===== config.mk =====
export PLATFORM = sky130hd
export DESIGN_NAME = alu_share_arb_flat
export DESIGN_NICKNAME = d
export VERILOG_FILES = /design/src/rtl/alu_share_arb_if.sv /design/src/rtl/alu_share_arb.sv /design/src/flat_wrapper.sv
export SDC_FILE = /design/constraint.sdc
export NUM_CORES = 1
export LEC_CHECK = 0
export BUFFER_PORTS_ARGS = -buffer_cell sky130_fd_sc_hd__buf_2
export CAP_MARGIN = 20
export CORE_AREA = 2 2 117 119
export CTS_CLUSTER_SIZE = 16
export DETAILED_ROUTE_END_ITERATION = 8
export DIE_AREA = 0 0 119 121
export GPL_TIMING_DRIVEN = 0
export PLACE_DENSITY = 0.76
export SLEW_MARGIN = 5
export SYNTH_ARGS = -nofsm -noshare
export SYNTH_HDL_FRONTEND = slang
export SYNTH_SLANG_ARGS = --single-unit

===== constraint.sdc =====
create_clock -name CLK -period 1.65 [get_ports CLK]
set_input_delay 0.33 -clock CLK [delete_from_list [all_inputs] [get_ports CLK]]
set_output_delay 0.33 -clock CLK [all_outputs]
set_load 0.01 [all_outputs]

===== src/rtl/alu_share_arb_if.sv =====
// Request/response/ALU bundle for alu_share_arb. The arbiter uses the slave
// modport; the requesters plus the external ALU side use master.
interface alu_share_arb_if #(
    parameter int W = 32
);
    // Handshake rule for both req and resp: a transfer happens on the rising
    // edge where valid and ready are both high; the source holds valid and its
    // payload stable until that edge, and ready is never required before valid.
    logic [1:0]   req_valid;
    logic [1:0]   req_ready;
    logic [W-1:0] req_a0;
    logic [W-1:0] req_b0;
    logic [W-1:0] req_a1;
    logic [W-1:0] req_b1;
    logic [2:0]   req_op0;
    logic [2:0]   req_op1;
    logic [1:0]   resp_valid;
    logic [1:0]   resp_ready;
    logic [W-1:0] resp_out;
    logic         resp_zero;
    logic         resp_err;
    logic [W-1:0] alu_in1;
    logic [W-1:0] alu_in2;
    logic [2:0]   alu_op;
    logic [W-1:0] alu_out;
    logic         alu_zero;

    modport slave (
        input  req_valid, req_a0, req_b0, req_a1, req_b1, req_op0, req_op1,
        output req_ready,
        output resp_valid, resp_out, resp_zero, resp_err,
        input  resp_ready,
        output alu_in1, alu_in2, alu_op,
        input  alu_out, alu_zero
    );

    modport master (
        output req_valid, req_a0, req_b0, req_a1, req_b1, req_op0, req_op1,
        input  req_ready,
        input  resp_valid, resp_out, resp_zero, resp_err,
        output resp_ready,
        input  alu_in1, alu_in2, alu_op,
        output alu_out, alu_zero
    );
endinterface


===== src/rtl/alu_share_arb.sv =====
// Time-shares one external combinational ALU between two requesters.
// Define ALU_ARB_FIXED_PRIO_EN for fixed port-0 priority instead of round-robin.
module alu_share_arb #(
    parameter int W = 32
) (
    input  logic             CLK,
    input  logic             nRST,
    alu_share_arb_if.slave   bus,
    output logic [1:0]       dbg_state
);
    typedef enum logic [1:0] {
        IDLE  = 2'd0,
        ISSUE = 2'd1,
        RESP  = 2'd2
    } state_t;

    state_t       state_q, state_d;
    logic         owner_q, owner_d;
    logic         illegal_q, illegal_d;
    logic [W-1:0] in1_q, in1_d;
    logic [W-1:0] in2_q, in2_d;
    logic [2:0]   op_q, op_d;
    logic [W-1:0] out_q, out_d;
    logic         zero_q, zero_d;
    logic         err_q, err_d;

    logic         grant;
    logic [1:0]   ready;
    logic [W-1:0] win_a, win_b;
    logic [2:0]   win_op;
    logic         win_legal;

`ifdef ALU_ARB_FIXED_PRIO_EN
    // No grant history in this build: port 0 simply wins every tie.
    always_comb begin
        grant = 1'b0;
        if (!bus.req_valid[0]) grant = bus.req_valid[1];
    end
`else
    logic last_grant_q, last_grant_d;

    always_comb begin
        grant = 1'b0;
        if (&bus.req_valid) grant = ~last_grant_q;
        else                grant = bus.req_valid[1];
    end
`endif

    always_comb begin
        win_a     = grant ? bus.req_a1  : bus.req_a0;
        win_b     = grant ? bus.req_b1  : bus.req_b0;
        win_op    = grant ? bus.req_op1 : bus.req_op0;
        win_legal = (win_op == 3'b000) || (win_op == 3'b001) ||
                    (win_op == 3'b011) || (win_op == 3'b100);
        ready = 2'b00;
        // Gated by nRST so a request held across reset is never acknowledged.
        if (nRST && (state_q == IDLE) && (|bus.req_valid)) ready = grant ? 2'b10 : 2'b01;
    end

    always_comb begin
        state_d   = state_q;
        owner_d   = owner_q;
        illegal_d = illegal_q;
        in1_d     = in1_q;
        in2_d     = in2_q;
        op_d      = op_q;
        out_d     = out_q;
        zero_d    = zero_q;
        err_d     = err_q;
`ifndef ALU_ARB_FIXED_PRIO_EN
        last_grant_d = last_grant_q;
`endif
        case (state_q)
            IDLE: begin
                if (|bus.req_valid) begin
                    owner_d   = grant;
                    illegal_d = !win_legal;
                    // An illegal op leaves the ALU inputs untouched.
                    if (win_legal) begin
                        in1_d = win_a;
                        in2_d = win_b;
                        op_d  = win_op;
                    end
`ifndef ALU_ARB_FIXED_PRIO_EN
                    last_grant_d = grant;
`endif
                    state_d = ISSUE;
                end
            end
            ISSUE: begin
                out_d   = illegal_q ? '0   : bus.alu_out;
                zero_d  = illegal_q ? 1'b1 : bus.alu_zero;
                err_d   = illegal_q;
                state_d = RESP;
            end
            RESP: begin
                if (bus.resp_ready[owner_q]) state_d = IDLE;
            end
            default: state_d = IDLE;
        endcase
    end

    always_ff @(posedge CLK or negedge nRST) begin
        if (!nRST) begin
            state_q   <= IDLE;
            owner_q   <= 1'b0;
            illegal_q <= 1'b0;
            in1_q     <= '0;
            in2_q     <= '0;
            op_q      <= 3'b000;
            out_q     <= '0;
            zero_q    <= 1'b0;
            err_q     <= 1'b0;
        end else begin
            state_q   <= state_d;
            owner_q   <= owner_d;
            illegal_q <= illegal_d;
            in1_q     <= in1_d;
            in2_q     <= in2_d;
            op_q      <= op_d;
            out_q     <= out_d;
            zero_q    <= zero_d;
            err_q     <= err_d;
        end
    end

`ifndef ALU_ARB_FIXED_PRIO_EN
    // Reset to 1 so port 0 takes the first tie.
    always_ff @(posedge CLK or negedge nRST) begin
        if (!nRST) last_grant_q <= 1'b1;
        else       last_grant_q <= last_grant_d;
    end
`endif

    assign bus.req_ready  = ready;
    assign bus.resp_valid = (state_q == RESP) ? (owner_q ? 2'b10 : 2'b01) : 2'b00;
    assign bus.resp_out   = out_q;
    assign bus.resp_zero  = zero_q;
    assign bus.resp_err   = err_q;
    assign bus.alu_in1    = in1_q;
    assign bus.alu_in2    = in2_q;
    assign bus.alu_op     = op_q;
    assign dbg_state      = state_q;
endmodule


===== src/flat_wrapper.sv =====
// flat-port wrapper written by rule: the top's interface ports become plain ports
module alu_share_arb_flat 
#(
    parameter int W = 32
)
  (CLK, nRST, dbg_state, bus_req_valid, bus_req_a0, bus_req_b0, bus_req_a1, bus_req_b1, bus_req_op0, bus_req_op1, bus_req_ready, bus_resp_valid, bus_resp_out, bus_resp_zero, bus_resp_err, bus_resp_ready, bus_alu_in1, bus_alu_in2, bus_alu_op, bus_alu_out, bus_alu_zero);
  alu_share_arb_if #(.W(W)) bus_i ();
  input  logic CLK;
  input  logic nRST;
  output logic [1:0] dbg_state;
  input wire logic [$bits(bus_i.req_valid)-1:0] bus_req_valid;
  input wire logic [$bits(bus_i.req_a0)-1:0] bus_req_a0;
  input wire logic [$bits(bus_i.req_b0)-1:0] bus_req_b0;
  input wire logic [$bits(bus_i.req_a1)-1:0] bus_req_a1;
  input wire logic [$bits(bus_i.req_b1)-1:0] bus_req_b1;
  input wire logic [$bits(bus_i.req_op0)-1:0] bus_req_op0;
  input wire logic [$bits(bus_i.req_op1)-1:0] bus_req_op1;
  output wire logic [$bits(bus_i.req_ready)-1:0] bus_req_ready;
  output wire logic [$bits(bus_i.resp_valid)-1:0] bus_resp_valid;
  output wire logic [$bits(bus_i.resp_out)-1:0] bus_resp_out;
  output wire logic [$bits(bus_i.resp_zero)-1:0] bus_resp_zero;
  output wire logic [$bits(bus_i.resp_err)-1:0] bus_resp_err;
  input wire logic [$bits(bus_i.resp_ready)-1:0] bus_resp_ready;
  output wire logic [$bits(bus_i.alu_in1)-1:0] bus_alu_in1;
  output wire logic [$bits(bus_i.alu_in2)-1:0] bus_alu_in2;
  output wire logic [$bits(bus_i.alu_op)-1:0] bus_alu_op;
  input wire logic [$bits(bus_i.alu_out)-1:0] bus_alu_out;
  input wire logic [$bits(bus_i.alu_zero)-1:0] bus_alu_zero;
  assign bus_i.req_valid = bus_req_valid;
  assign bus_i.req_a0 = bus_req_a0;
  assign bus_i.req_b0 = bus_req_b0;
  assign bus_i.req_a1 = bus_req_a1;
  assign bus_i.req_b1 = bus_req_b1;
  assign bus_i.req_op0 = bus_req_op0;
  assign bus_i.req_op1 = bus_req_op1;
  assign bus_req_ready = bus_i.req_ready;
  assign bus_resp_valid = bus_i.resp_valid;
  assign bus_resp_out = bus_i.resp_out;
  assign bus_resp_zero = bus_i.resp_zero;
  assign bus_resp_err = bus_i.resp_err;
  assign bus_i.resp_ready = bus_resp_ready;
  assign bus_alu_in1 = bus_i.alu_in1;
  assign bus_alu_in2 = bus_i.alu_in2;
  assign bus_alu_op = bus_i.alu_op;
  assign bus_i.alu_out = bus_alu_out;
  assign bus_i.alu_zero = bus_alu_zero;
  alu_share_arb #(.W(W)) u_core (.CLK(CLK), .nRST(nRST), .bus(bus_i), .dbg_state(dbg_state));
endmodule

==> Word-level counts from Yosys, hierarchy flattened <==
Index checks and enable logic that the tools add are counted.
{ "word_totals": {"output_inout_bits": 107, "inputBits": 173, "regBits": 106} }
{ "op_classes": {"bitwise": 1, "n_mux": 15, "n_eq_ne": 7, "n_reduce_logical": 13, "order_cmp": 1} }
{ "op_table": {"columns": ["op", "count"], "rows": [
  ["$mux W32", 3],
  ["$mux W2", 6],
  ["$pmux W2 S3", 1],
  ["$reduce_and A2 Y1", 3],
  ["$mux W1", 4],
  ["$eq A3 B1 Y1 const B", 1],
  ["$eq A3 B2 Y1 const B", 1],
  ["$eq A3 B3 Y1 const B", 1],
  ["$logic_not A3 Y1", 1],
  ["$logic_or A1 B1 Y1", 3],
  ["$mux W3", 1],
  ["$reduce_and A3 Y1", 1],
  ["$eq A2 B1 Y1 const B", 1],
  ["$eq A2 B2 Y1 const B", 1],
  ["$logic_and A1 B1 Y1", 2],
  ["$logic_not A2 Y1", 1],
  ["$lt A1 B2 Y1 const B", 1],
  ["$ne A2 B1 Y1 const B", 1],
  ["$ne A2 B2 Y1 const B", 1],
  ["$reduce_or A2 Y1", 1],
  ["$logic_not A1 Y1", 1],
  ["$not A1 Y1", 1]
]} }

==> Longest topological paths before layout <==
{ "logic_depth": {"word_depth": 8, "ltp_mapped": 6} }

==> Worst setup path before layout <==
No wires, ideal clock.
{ "synth_path": {"path_type": "in2reg", "startpoint": "input port bus_req_op1[0]", "endpoint": "register u_core.in1_q[21] (netlist: u_core.bus.alu_in1[21])", "n_path_buf": 2, "stages": 6, "path_slack_ns": -0.189, "arrival_time_ns": 1.711, "path_cell_list": "clkbuf_1 mux2i_1 mux2i_4 nor2_4 buf_6 mux2_1"} }
{ "synth_via": {"elab_chain_cells": 6, "word_cells_on_any_way": 9, "classes_between": "eq/ne: 3; mux: 1; reduce/logical: 5"} }
{ "synth_lines": {"columns": ["element", "line_no", "rtl"], "rows": [
  ["start: declaration", "flat_wrapper.sv:17", "input wire logic [$bits(bus_i.req_op1)-1:0] bus_req_op1;"],
  ["$mux W3 (*)", "alu_share_arb.sv:52", "win_op = grant ? bus.req_op1 : bus.req_op0;"],
  ["$eq A3 B1 Y1 or $logic_not A3 Y1 (tied branches)", "alu_share_arb.sv:53", "win_legal = (win_op == 3'b000) || (win_op == 3'b001) ||"],
  ["$logic_or A1 B1 Y1 (2 in a row)", "alu_share_arb.sv:53", null],
  ["$logic_or A1 B1 Y1 (*)", "alu_share_arb.sv:54", "(win_op == 3'b011) || (win_op == 3'b100);"],
  ["$reduce_and A3 Y1 (no source line) (*)", null, null],
  ["end signal: assignment", "alu_share_arb.sv:118", "in1_q <= in1_d;"],
  ["end: declaration", "alu_share_arb.sv:20", "logic [W-1:0] in1_q, in1_d;"]
]} }
Every way passes the cells marked *; elsewhere a longest branch is shown, timed or not.
A chain may end at the register's enable or synchronous reset.

==> Final worst setup path <==
{ "layout_path": {"startpoint": "register u_core.last_grant_q", "endpoint": "register u_core.in1_q[30] (netlist: u_core.bus.alu_in1[30])"} }
{ "layout_via": {"elab_chain_cells": 8, "word_cells_on_any_way": 12, "classes_between": "eq/ne: 3; mux: 3; bitwise: 1; reduce/logical: 5"} }
{ "layout_lines": {"columns": ["element", "line_no", "rtl"], "rows": [
  ["start: declaration", "alu_share_arb.sv:40", "logic last_grant_q, last_grant_d;"],
  ["start signal: assignment", "alu_share_arb.sv:131", "else last_grant_q <= last_grant_d;"],
  ["$not A1 Y1 (*)", "alu_share_arb.sv:44", "if (&bus.req_valid) grant = ~last_grant_q;"],
  ["$mux W1 (*)", "alu_share_arb.sv:44", null],
  ["$mux W3", "alu_share_arb.sv:52", null],
  ["$eq A3 B1 Y1 or $logic_not A3 Y1 (tied branches)", "alu_share_arb.sv:53", null],
  ["$logic_or A1 B1 Y1 (2 in a row)", "alu_share_arb.sv:53", null],
  ["$logic_or A1 B1 Y1", "alu_share_arb.sv:54", null],
  ["$reduce_and A3 Y1 (no source line)", null, null]
]} }
Marked as above.

==> impl_results.md <==
* Synthesized cell area at 5285 sq um
* Run status: finished with violations
* # IOs at 280
* Clock root cell: clkbuf_16
* Via/cell ratio at 4.689
* Global Route Usage Sum at 21.71%
* Number of flops mapped to enable cells by yosys at 0
* Worst skew pair latency at 0.34 ns
* Cell taking the most area after synthesis: dfrtp_1
* Hpwl dp at 11.31 mm
* Worst Path Required at 1.88 ns
* Share of the synthesized area in the top cell type at 49.72%
* Final period utilization at 113.8%
* RSZ-0062 raised after global routing: yes
* Row count at 42
* Footprint of the multi-input gates at 2517 sq um
* Leak at 0.004218 uW
* # nets final at 1,026
* Port Buffer Count at 278
* Startpoint Class: register
* Gpl congestion at 0.8015
* Top cells by count, synth: nand2_1, dfrtp_1, mux2_4
* Fillcell total at 1,167
* Clk pin slew, worst setup/hold paths at 0.07 ns
* Final setup vio count at 66
* Syn Area/Cell at 9.733 sq um
* Setup ws final at -0.2281 ns
* Max Fanout on Critical Path at 6
* Sequential cell area at 2655 sq um
* Max-Cap Viols at 0
* P&R area growth vs syn at 45.67%
* Worst-Margin Slew at 0.5060 ns
* Share of cells above drive strength 1 at 47.20%
* Vias in the first global route at 4,884
* Final ANT Viol Nets at 0
* P per Cell Area at 1722 nW/um^2
* Min-Delay Path Class: in2async
* Placeable Area at 13,090 sq um
* Worst VDD drop at 0.8308 mV
* Most frequent cell after synthesis: nand2_1
* Async SR Flop Fraction at 100.0%
* Crit path arrival time at 2.11 ns
* Via Count at 4,848
* CTS tree: done
* Crit path time final at 1.878 ns
* Final max-slew violation count at 0
* Yosys reg bits at 106
* Finished Core Util at 58.84%
* Setup TNS at -13.17 ns
* Critical path class: reg2reg
* Syn Nets at 716
* Max Freq at 0.5324 GHz
* WL/cell at 14.86 um
* Die H at 121 um
* DRT Pass-1 Iters at 4
* Initial DRC Count at 299
* Drt total wl at 15.37 mm
* DIE WIDTH at 119 um
* Cell count after synthesis at 543
* Initial core utilization at 40.39%
* Slew HR at 66.27%
* First-pass GRT wire length at 24.60 mm
* Hold_ws at -0.1175 ns
* Final Skew at 0.006368 ns
* Final Hold Fails at 49
* H-tree depth at 3
* Initial antenna violation count at 0
* DIE AREA at 14,400 sq um
* Clock sink count at 106
* Clock Path Buffers at 2
* Largest net degree at the start of global routing at 59
* Violated checks: negative hold slack, negative setup slack
* Gr ovfl total at 0
* Endpoint class of the critical path: register
* Yosys cell types at 31
* Synth Flop Type: dfrtp_1
* Largest cells by area after synthesis: dfrtp_1, nand2_1, mux2_4
* Synth warn at 0
* Seq/Total Area, Yosys at 50.21%
* DP Worst Slack at -0.8974 ns
* Ant. Diodes at 0
* Drt drc at 0
* CTS Buf Count at 9
==> metal layers <==
metal	track usage, %	share of wire, %	vias to the layer above
met3	3.477	5.3	18
met5	0	0	-
met4	7.813	1.8	0
met1	27.98	44	2259
li1	-	-	2381
met2	37.03	49	190
==> cell families after synthesis <==
logic type             after synthesis  share of synthesized area (%)
and+or+nand+nor                    283                          22.49
buffers and inverters               34                          3.338
DFF                                106                          50.21
muxes                               69                          18.70
AOI/OAI and AO/OA                   51                          5.256
==> critical path: stages, from the launching register on <==
cell	delay [ns]
dfstp_2	0.53
a21bo_1	0.12
buf_6	0.14
mux2i_4	0.27
nor2_4	0.07
buf_12	0.16
clkbuf_16	0.16
mux2_4	0.29
==> metrics by stage <==
| step | total power [uW] | instance area (sq um) | instances |
|---|---|---|---|
| after CTS | 13260 | 7626 | 1030 |
| after global placement | 10310 | 6924 | 997 |
| after floorplan | 8155 | 5313 | 543 |
| after global routing | 14140 | 7699 | 1034 |
| after detailed placement | 10450 | 6958 | 998 |
| final | 13260 | 7699 | 1034 |
==> path summary, 6_finish.rpt <==
path | start | end | slack, ns | cells past startpoint
setup / recovery | u_core.last_grant_q | u_core.bus.alu_in1[30] | -0.23 | 7
hold / removal | nRST | u_core.bus.resp_out[6] | -0.12 | 1
setup reg to reg | u_core.last_grant_q | u_core.bus.alu_in1[30] | -0.23 | 7
hold reg to reg | u_core.bus.resp_zero | u_core.bus.resp_zero | 0.48 | 2
max in group asynchronous | nRST | u_core.last_grant_q | 1.10 | 2
min in group CLK | bus_alu_out[26] | u_core.bus.resp_out[26] | 0.23 | 3
==> timing repair <==
| action | 4_1_cts | 5_1_grt |
|---|---|---|
| endpoints found under the setup margin | 73 | 90 |
| gates resized for setup | 44 | 12 |
| pin swaps | 3 | 1 |
| gates cloned | 5 | 1 |
| setup buffers | 11 | 3 |
| endpoints found under the hold margin | 49 | 49 |
==> power by group <==
part	internal [uW]	leakage [uW]	total [uW]	switching (uW)
Clock	1180	0.000143	2140	957
Sequential	3850	0.00130	4540	690
Combinational	3510	0.00277	6580	3060
==> area by class of cell <==
cell class	count	share of cell area, %
sequential	106	34.49
clock inverter	6	0.8451
inverter	2	0.09751
clock buffer	10	2.974
timing repair buffer	299	22.54
tap	176	2.860
buffer	32	3.494
multi-input combinational	403	32.70
==> registers in the layout (all words and copies together) (netlist names) <==
| signal | flops |
|---|---|
| u_core.bus.alu_in1 | 32 |
| u_core.bus.alu_in2 | 32 |
| u_core.bus.resp_out | 32 |
| u_core.bus.alu_op | 3 |
| u_core.dbg_state | 2 |
| u_core.bus.resp_err | 1 |
| u_core.bus.resp_zero | 1 |
| u_core.illegal_q | 1 |
| u_core.last_grant_q | 1 |
| u_core.owner_q | 1 |
==> layout by cell type (no fill, tap or decap), drive strengths merged, types with 2 or more instances in the layout <==
master | synthesis | routed
nand3 | 2 | 2
nand4b | 2 | 2
clkinv | 0 | 3
a21oi | 5 | 5
clkbuf | 25 | 34
nand2 | 229 | 229
nor2b | 2 | 2
mux2i | 3 | 3
o21ai | 38 | 38
mux2 | 66 | 66
nor2 | 7 | 7
inv | 2 | 3
a211oi | 2 | 2
nand3b | 2 | 2
nor3 | 3 | 3
dfrtp | 105 | 105
nand2b | 34 | 34
and3 | 2 | 2
buf | 7 | 307
Note: power is estimated with default switching activity, not from simulation.
